<file path="config.mk">
export PLATFORM = sky130hd
export DESIGN_NAME = cpu_ctrl_fsm
export DESIGN_NICKNAME = d
export VERILOG_FILES = /design/src/rtl/cpu_ctrl_fsm.sv
export SDC_FILE = /design/constraint.sdc
export NUM_CORES = 1
export LEC_CHECK = 0
export CORE_MARGIN = 2
export CORE_UTILIZATION = 60
export CTS_CLUSTER_DIAMETER = 150
export DETAILED_ROUTE_END_ITERATION = 10
export GPL_TIMING_DRIVEN = 1
export HOLD_SLACK_MARGIN = 0.05
export PLACE_DENSITY = 0.84
export SYNTH_ARGS = -nofsm -noshare
export SYNTH_HDL_FRONTEND = slang
export SYNTH_SLANG_ARGS = --single-unit
</file>
<file path="constraint.sdc">
create_clock -name clk -period 4.04 [get_ports clk]
set_input_delay 0.808 -clock clk [delete_from_list [all_inputs] [get_ports clk]]
set_output_delay 0.808 -clock clk [all_outputs]
set_load 0.1 [all_outputs]
</file>
<file path="src/rtl/cpu_ctrl_fsm.sv">
// Control FSM for the button-driven CPU: button sync, instruction latch, ALU, register file, LCD handshake.
// Optional multiplier for opcode 101 is enabled by defining CPU_MULT_EN.
module cpu_ctrl_fsm #(
    parameter int unsigned DATA_W = 8,
    parameter int unsigned NREG   = 8
) (
    input  logic                     clk,
    input  logic                     rst_n,
    input  logic                     botao_ligar,
    input  logic                     botao_enviar,
    input  logic [2:0]               instrucao,
    input  logic [$clog2(NREG)-1:0]  dst,
    input  logic [$clog2(NREG)-1:0]  src1,
    input  logic [$clog2(NREG)-1:0]  src2,
    input  logic [DATA_W-1:0]        imm,
    input  logic                     lcd_ready,
    output logic                     ligado,
    output logic                     busy,
    output logic [3:0]               state_o,
    output logic                     lcd_valid,
    output logic [2:0]               lcd_opcode,
    output logic [$clog2(NREG)-1:0]  lcd_reg,
    output logic [DATA_W-1:0]        lcd_value,
    output logic                     lcd_flag,
    output logic                     illegal
);

    localparam int unsigned REG_AW = $clog2(NREG);
    localparam logic [REG_AW-1:0] CntMax = REG_AW'(NREG - 1);

    localparam logic [2:0] OpLoad = 3'b000;
    localparam logic [2:0] OpAdd  = 3'b001;
    localparam logic [2:0] OpAddi = 3'b010;
    localparam logic [2:0] OpSub  = 3'b011;
    localparam logic [2:0] OpSubi = 3'b100;
    localparam logic [2:0] OpMul  = 3'b101;
    localparam logic [2:0] OpClr  = 3'b110;
    localparam logic [2:0] OpShow = 3'b111;

    typedef enum logic [3:0] {
        StDesligado     = 4'd0,
        StIniciado      = 4'd1,
        StAguardando    = 4'd2,
        StGravando      = 4'd3,
        StDecodificando = 4'd4,
        StExecutando    = 4'd5,
        StEscrevendo    = 4'd6,
        StPreparandoLcd = 4'd7,
        StExibindo      = 4'd8
    } state_e;

    state_e                    state_q, state_d;
    logic [REG_AW-1:0]         cnt_q, cnt_d;
    logic [2:0]                lig_sync_q, env_sync_q;
    logic [DATA_W-1:0]         rf_q [NREG];
    logic [2:0]                op_q;
    logic [REG_AW-1:0]         dst_q, src1_q, src2_q;
    logic [DATA_W-1:0]         imm_q, res_q;
    logic                      flag_q;
    logic [2:0]                fop_q;
    logic [REG_AW-1:0]         freg_q;
    logic [DATA_W-1:0]         fval_q;
    logic                      fflag_q;

    logic                      lig_edge, env_edge;
    logic                      ir_load, alu_load, clr_we, res_we, frame_load, frame_clr;
    logic                      op_writes, op_illegal;
    logic [DATA_W-1:0]         opa, opb, alu_res;
    logic                      alu_flag;

    // Bit 0 is the first sync flop; edge pulse is s2 & ~s3
    assign lig_edge = lig_sync_q[1] & ~lig_sync_q[2];
    assign env_edge = env_sync_q[1] & ~env_sync_q[2];

    assign opa = rf_q[src1_q];
    assign opb = rf_q[src2_q];

`ifdef CPU_MULT_EN
    logic [2*DATA_W-1:0] prod;
    assign prod       = {{DATA_W{1'b0}}, opa} * {{DATA_W{1'b0}}, opb};
    assign op_illegal = 1'b0;
    assign op_writes  = (op_q <= OpSubi) || (op_q == OpMul);
`else
    assign op_illegal = (op_q == OpMul);
    assign op_writes  = (op_q <= OpSubi);
`endif

    always_comb begin
        alu_res  = '0;
        alu_flag = 1'b0;
        case (op_q)
            OpLoad: alu_res = imm_q;
            OpAdd:  {alu_flag, alu_res} = {1'b0, opa} + {1'b0, opb};
            OpAddi: {alu_flag, alu_res} = {1'b0, opa} + {1'b0, imm_q};
            OpSub: begin
                alu_res  = opa - opb;
                alu_flag = (opa < opb);
            end
            OpSubi: begin
                alu_res  = opa - imm_q;
                alu_flag = (opa < imm_q);
            end
`ifdef CPU_MULT_EN
            OpMul: begin
                alu_res  = prod[DATA_W-1:0];
                alu_flag = |prod[2*DATA_W-1:DATA_W];
            end
`endif
            OpShow: alu_res = opa;
            default: ;
        endcase
    end

    always_comb begin
        state_d    = state_q;
        cnt_d      = cnt_q;
        ir_load    = 1'b0;
        alu_load   = 1'b0;
        clr_we     = 1'b0;
        res_we     = 1'b0;
        frame_load = 1'b0;
        frame_clr  = 1'b0;
        // Power-off wins over everything and abandons the current operation
        if (state_q != StDesligado && lig_edge) begin
            state_d   = StDesligado;
            cnt_d     = '0;
            frame_clr = 1'b1;
        end else begin
            case (state_q)
                StDesligado: begin
                    if (lig_edge) begin
                        state_d = StIniciado;
                        cnt_d   = '0;
                    end
                end
                StIniciado: begin
                    clr_we = 1'b1;
                    if (cnt_q == CntMax) begin
                        cnt_d   = '0;
                        state_d = StAguardando;
                    end else begin
                        cnt_d = cnt_q + 1'b1;
                    end
                end
                StAguardando:    if (env_edge) state_d = StGravando;
                StGravando: begin
                    ir_load = 1'b1;
                    state_d = StDecodificando;
                end
                StDecodificando: begin
                    alu_load = 1'b1;
                    state_d  = StExecutando;
                end
                StExecutando:    state_d = StEscrevendo;
                StEscrevendo: begin
                    if (op_q == OpClr) begin
                        clr_we = 1'b1;
                        if (cnt_q == CntMax) begin
                            cnt_d      = '0;
                            frame_load = 1'b1;
                            state_d    = StPreparandoLcd;
                        end else begin
                            cnt_d = cnt_q + 1'b1;
                        end
                    end else begin
                        res_we     = op_writes;
                        frame_load = 1'b1;
                        state_d    = StPreparandoLcd;
                    end
                end
                StPreparandoLcd: if (lcd_ready) state_d = StExibindo;
                StExibindo:      state_d = StAguardando;
                default:         state_d = StDesligado;
            endcase
        end
    end

    always_ff @(posedge clk) begin
        if (!rst_n) begin
            state_q    <= StDesligado;
            cnt_q      <= '0;
            lig_sync_q <= '0;
            env_sync_q <= '0;
        end else begin
            state_q    <= state_d;
            cnt_q      <= cnt_d;
            lig_sync_q <= {lig_sync_q[1:0], botao_ligar};
            env_sync_q <= {env_sync_q[1:0], botao_enviar};
        end
    end

    always_ff @(posedge clk) begin
        if (!rst_n) begin
            for (int i = 0; i < NREG; i++) rf_q[i] <= '0;
            op_q    <= '0;
            dst_q   <= '0;
            src1_q  <= '0;
            src2_q  <= '0;
            imm_q   <= '0;
            res_q   <= '0;
            flag_q  <= 1'b0;
            fop_q   <= '0;
            freg_q  <= '0;
            fval_q  <= '0;
            fflag_q <= 1'b0;
        end else begin
            if (clr_we) begin
                rf_q[cnt_q] <= '0;
            end else if (res_we) begin
                rf_q[dst_q] <= res_q;
            end
            if (ir_load) begin
                op_q   <= instrucao;
                dst_q  <= dst;
                src1_q <= src1;
                src2_q <= src2;
                imm_q  <= imm;
            end
            if (alu_load) begin
                res_q  <= alu_res;
                flag_q <= alu_flag;
            end
            if (frame_clr) begin
                fop_q   <= '0;
                freg_q  <= '0;
                fval_q  <= '0;
                fflag_q <= 1'b0;
            end else if (frame_load) begin
                fop_q   <= op_q;
                freg_q  <= (op_q == OpShow) ? src1_q : dst_q;
                fval_q  <= res_q;
                fflag_q <= flag_q;
            end
        end
    end

    assign ligado     = (state_q != StDesligado);
    assign busy       = !(state_q inside {StDesligado, StAguardando, StExibindo});
    assign state_o    = state_q;
    assign lcd_valid  = (state_q == StPreparandoLcd);
    assign lcd_opcode = fop_q;
    assign lcd_reg    = freg_q;
    assign lcd_value  = fval_q;
    assign lcd_flag   = fflag_q;
    assign illegal    = (state_q == StExecutando) && op_illegal;

endmodule

</file>
# After elaboration in Yosys (flattened, before gate mapping)
# Memories as Yosys holds them, arrays and structs flattened. A register that Yosys moved wholly into a read port is not among the register bits.
# Cells that the tools add are included.
# word_totals
ram_bits,64
memories,1
register_bits,57
# classes
order_cmp,3
bitwise,5
eq_ne,22
muxes,47
reduce_logical,14
addsub,5
# mem_list
memory,depth,word_bits,read_ports,rd_ports_with_merged_regs,write_ports,line,rtl
rf_q,8,8,2,2,8,55,logic [DATA_W-1:0] rf_q [NREG];
# op_table
operator,count
case mux 8 bit (6 select lines),1
case mux 4 bit (9 select lines),1
two-way mux 3 bit,10
two-way mux 1 bit,24
two-way mux 4 bit,6
adder 8 x 8 -> 9 bit,2
"equality test 4 x 3 -> 1 bit, second input constant",4
< comparator 8 bit,2
two-way mux 8 bit,2
OR reduction 8 bit,2
subtractor 8 bit,2
"equality test 3 bit, second input constant",5
"!= test 2 bit, second input constant",5
case mux 3 bit (3 select lines),1
"equality test 4 x 2 -> 1 bit, second input constant",2
"equality test 3 x 2 -> 1 bit, second input constant",2
nonzero test 3 bit,2
AND reduction 5 bit,1
"equality test 4 x 1 -> 1 bit, second input constant",1
"equality test 4 bit, second input constant",1
zero test 4 bit,1
case mux 1 bit (4 select lines),1
nonzero test 4 bit,1
OR reduction 2 bit,2
other kinds (11),15

# Longest topological paths before layout
# logic_depth
ltp_word,10
mapped_depth,14
mapped_depth_nobuf,12

# Worst setup path after synthesis
# OpenSTA, ideal clock, no wires.
# synth_timing
path_kind,flip-flop to output port
from,reg state_q[2] (netlist: state_o[2])
to,out illegal
path_slack_ns,-1.414
stages_incl_launch_ff,5
t_arrival_ns,4.646
path_cell_list,dfxtp_1 -> buf_2 -> nor2b_1 -> nand2_1 -> nor4b_1
# synth_between
elab_chain_len,2
# synth_lines
element,line,rtl
"start, declared",52,"state_e state_q, state_d;"
"start signal, assigned",180,state_q <= StDesligado;
"start signal, assigned",185,state_q <= state_d;
equality test 4 x 3 -> 1 bit,245,assign illegal = (state_q == StExecutando) && op_illegal;
logical AND 1 bit,245,
"end, declared",25,output logic illegal
# No other way between the ends.

==> out/metrics.yaml <==
status:
  status: "complete, no violations"
timing:
  post-route-min-period_ps: 3490
  finalSetupTns_ps: 0
  grt_setup_unrepaired: "no"
  fin_ws_ps: 549
  max_freq_mhz: 286
  finClkSkew_ps: 6.39
  setup_viol: 0
  max-slew-margin-rel: 0.335
  slew_viol_final: 0
  period_share: 0.864
  hold_viol: 0
  tightest_slew_ps: 994
cts:
  cts_hold_buf: 0
  clk_latency_ps: 420
  cts_sinks: 127
  cts-buffers-inserted: 17
  cts_tree: "built"
  htreeDepth: 4
  clk_pin_slew_ps: 60
  post-cts-setup-buffers: 0
  root_buffer: "clkbuf_16"
  cts_buffer_depth: 2
  cts_resized: 0
logic_synthesis:
  synth_commonest_cells: "nand2_1 (105), nor2_1 (87), edfxtp_1 (64)"
  yosysMostFrequentCell: "nand2_1"
  synth_edf_count: 64
  synth_top_area_frac: 0.247
  yosys_warnings: 0
  post_synth_num_cell_types: 76
  avgSynthCellArea_um2: 9.96
  synth_area_leader_cell: "edfxtp_1"
  syn_area_um2: 7770
  async_flop_share: 0
  synth_nets: 847
  synthTopCellsByArea: "edfxtp_1 (25%), dfxtp_1 (16%), mux4_2 (7.8%), ha_1 (6.1%), nand2_1 (5.1%)"
  synth_seq_area_share: 0.410
  synthCells: 780
  ys.flop_type: "edfxtp_1"
  ys_ff_latch: 127
final_layout:
  area_delta_synth_final_pct: 14.1
  largest_register: "rf_q"
  drive_gt1_frac: 0.125
  layout.nets: 887
  largest_register_ffs: 64
  insertedDiodeCount: 0
  fin_util: 0.702
  postLayoutCellArea_um2: 8860
setup_path:
  reg2reg_depth: 10
  path_class: "reg -> reg"
  required_ps: 4390
  worst_setup_path_end_kind: "flip-flop"
  cp.arrival_ps: 3840
  worst_setup_path_start_kind: "flip-flop"
  rrSetupSlack_ps: 550
  critPathMaxFanout: 9
  reg2reg_to: "res_q[6]"
floorplan:
  dieArea_um2: 13900
  core-area_um2: 12600
  die_w_um: 118
  ios: 48
  row_count: 41
  dieHeight_um: 118
  initial_core_util: 0.616
global_routing:
  use_met1: 0.402
  grtUsageTotal: 0.307
  grt.met3_usage: 0.0610
  grt_overflow_total: 0
  antenna_found_initial: 0
  busiest_layer: "met2"
  grt_pass1_vias: 6427
  grt_max_degree: 45
  grt_pass1_wl_um: 33000
  use_met2: 0.491
routing:
  drt_wl_total_um: 21000
  via_per_inst: 6.40
  dr.pass1.iters: 5
  drc: 0
  drtAntennaViolNets: 0
  drt_iter0_drc: 816
  vias: 6430
  avgRoutedWirePerCell_um: 20.9
place:
  place_ws_ps: 589
  place.gp.congestion: 0.915
  port-buffer-count: 47
  dpl_cell_area_um2: 8330
  hpwl_um: 14600
min_path:
  whs_endpoint: "lig_sync_q[1]"
  hp-class: "reg -> reg"
  hp-start: "lig_sync_q[0]"
  whs_path_depth: 1
pwr:
  pwr-share-seq: 0.395
  power_switching_share: 0.325
  p_int_uw: 2510
  powerDensity_nw_per_um2: 420
  peakVddDrop_mv: 0.549
  leakagePower_uw: 0.00316
  netSwitchingPower_uw: 1210
  combinationalPowerShare: 0.238
  p_clk_frac: 0.367
run:
  cap_violations: 0
==> worst max-delay path: stages, from the launching register on <==
cell and delay, ps:
dfxtp_1 640, buf_4 280, mux4_2 300, mux2_2 380, ha_1 480, inv_1 160
o31a_1 310, a2111oi_0 430, a211o_1 160, a221oi_1 50, a31oi_1 220
==> metrics by stage <==
stage / cells / total power, uW / hold WS [ps]
final: 1005 / 3720 / 444
after global routing: 1005 / 3850 / 466
after CTS: 1004 / 3710 / 448
after detailed placement: 972 / 2360 / 419
after global placement: 972 / 2340 / 423
after floorplan: 780 / 2150 / 412
==> cells in the final DEF (no fill, tap or decap), drive strengths merged, types with 7 or more instances in the layout <==
| cell | synthesis | final |
|---|---|---|
| nand2 | 105 | 105 |
| nor2 | 87 | 87 |
| edfxtp | 64 | 64 |
| dfxtp | 63 | 63 |
| clkdlybuf4s50 | 0 | 45 |
| inv | 40 | 41 |
| ha | 38 | 38 |
| o21ai | 38 | 38 |
| a21oi | 37 | 37 |
| mux4 | 33 | 33 |
| buf | 21 | 25 |
| a21boi | 23 | 23 |
| clkbuf | 27 | 21 |
| and2 | 19 | 19 |
| nor2b | 16 | 16 |
| nor3 | 14 | 14 |
| nand2b | 11 | 11 |
| mux2i | 11 | 11 |
| o21a | 9 | 9 |
| mux2 | 8 | 8 |
| clkinv | 0 | 7 |
| a31oi | 7 | 7 |
==> cells by family (layout without fill, tap and decap cells) <==
| family | Yosys count | after routing | share of synthesized area |
|---|---|---|---|
| compound gates | 177 | 177 | 0.158 |
| buf+inv | 89 | 142 | 0.0586 |
| mux | 52 | 52 | 0.124 |
| simple gates | 286 | 286 | 0.170 |
| fa+ha+maj | 42 | 42 | 0.0715 |
| flops | 127 | 127 | 0.410 |
| xor+xnor | 7 | 7 | 0.00789 |
==> layout make-up <==
type / instances / area, um^2
clock buffers: 21 / 454
clock inverters: 11 / 70.1
fillers: 928 / 3750
inverters: 40 / 150
multi-input cells: 564 / 4150
flip-flops and latches: 127 / 3180
well taps: 172 / 215
repair buffers: 70 / 642
==> power by group through the flow <==
| stage | registers (uW) | logic, uW | clock network, uW |
|---|---|---|---|
| after floorplan | 1530 | 616 | 0 |
| after global placement | 1490 | 855 | 0 |
| after detailed placement | 1490 | 867 | 0 |
| after CTS | 1470 | 875 | 1370 |
| after global routing | 1480 | 945 | 1420 |
| final | 1470 | 886 | 1370 |
==> routing by layer <==
| metal | vias to the layer above | share of wire |
|---|---|---|
| met5 | - | 0 |
| met4 | 0 | 0.035 |
| met3 | 66 | 0.094 |
| met2 | 392 | 0.48 |
| met1 | 3068 | 0.39 |
| li1 | 2904 | - |
==> how the worst max path moves through the flow <==
stage | startpoint | to | slack [ps]
6_report | flip-flop | res_q[6] | 550
3_3_place_gp | flip-flop | res_q[7] | 700
2_1_floorplan | state_o[2] | illegal | 590
5_1_grt | flip-flop | res_q[6] | 320
4_1_cts | flip-flop | res_q[7] | 570
3_5_place_dp | flip-flop | res_q[7] | 590
Power figures use the tool's default switching activity.
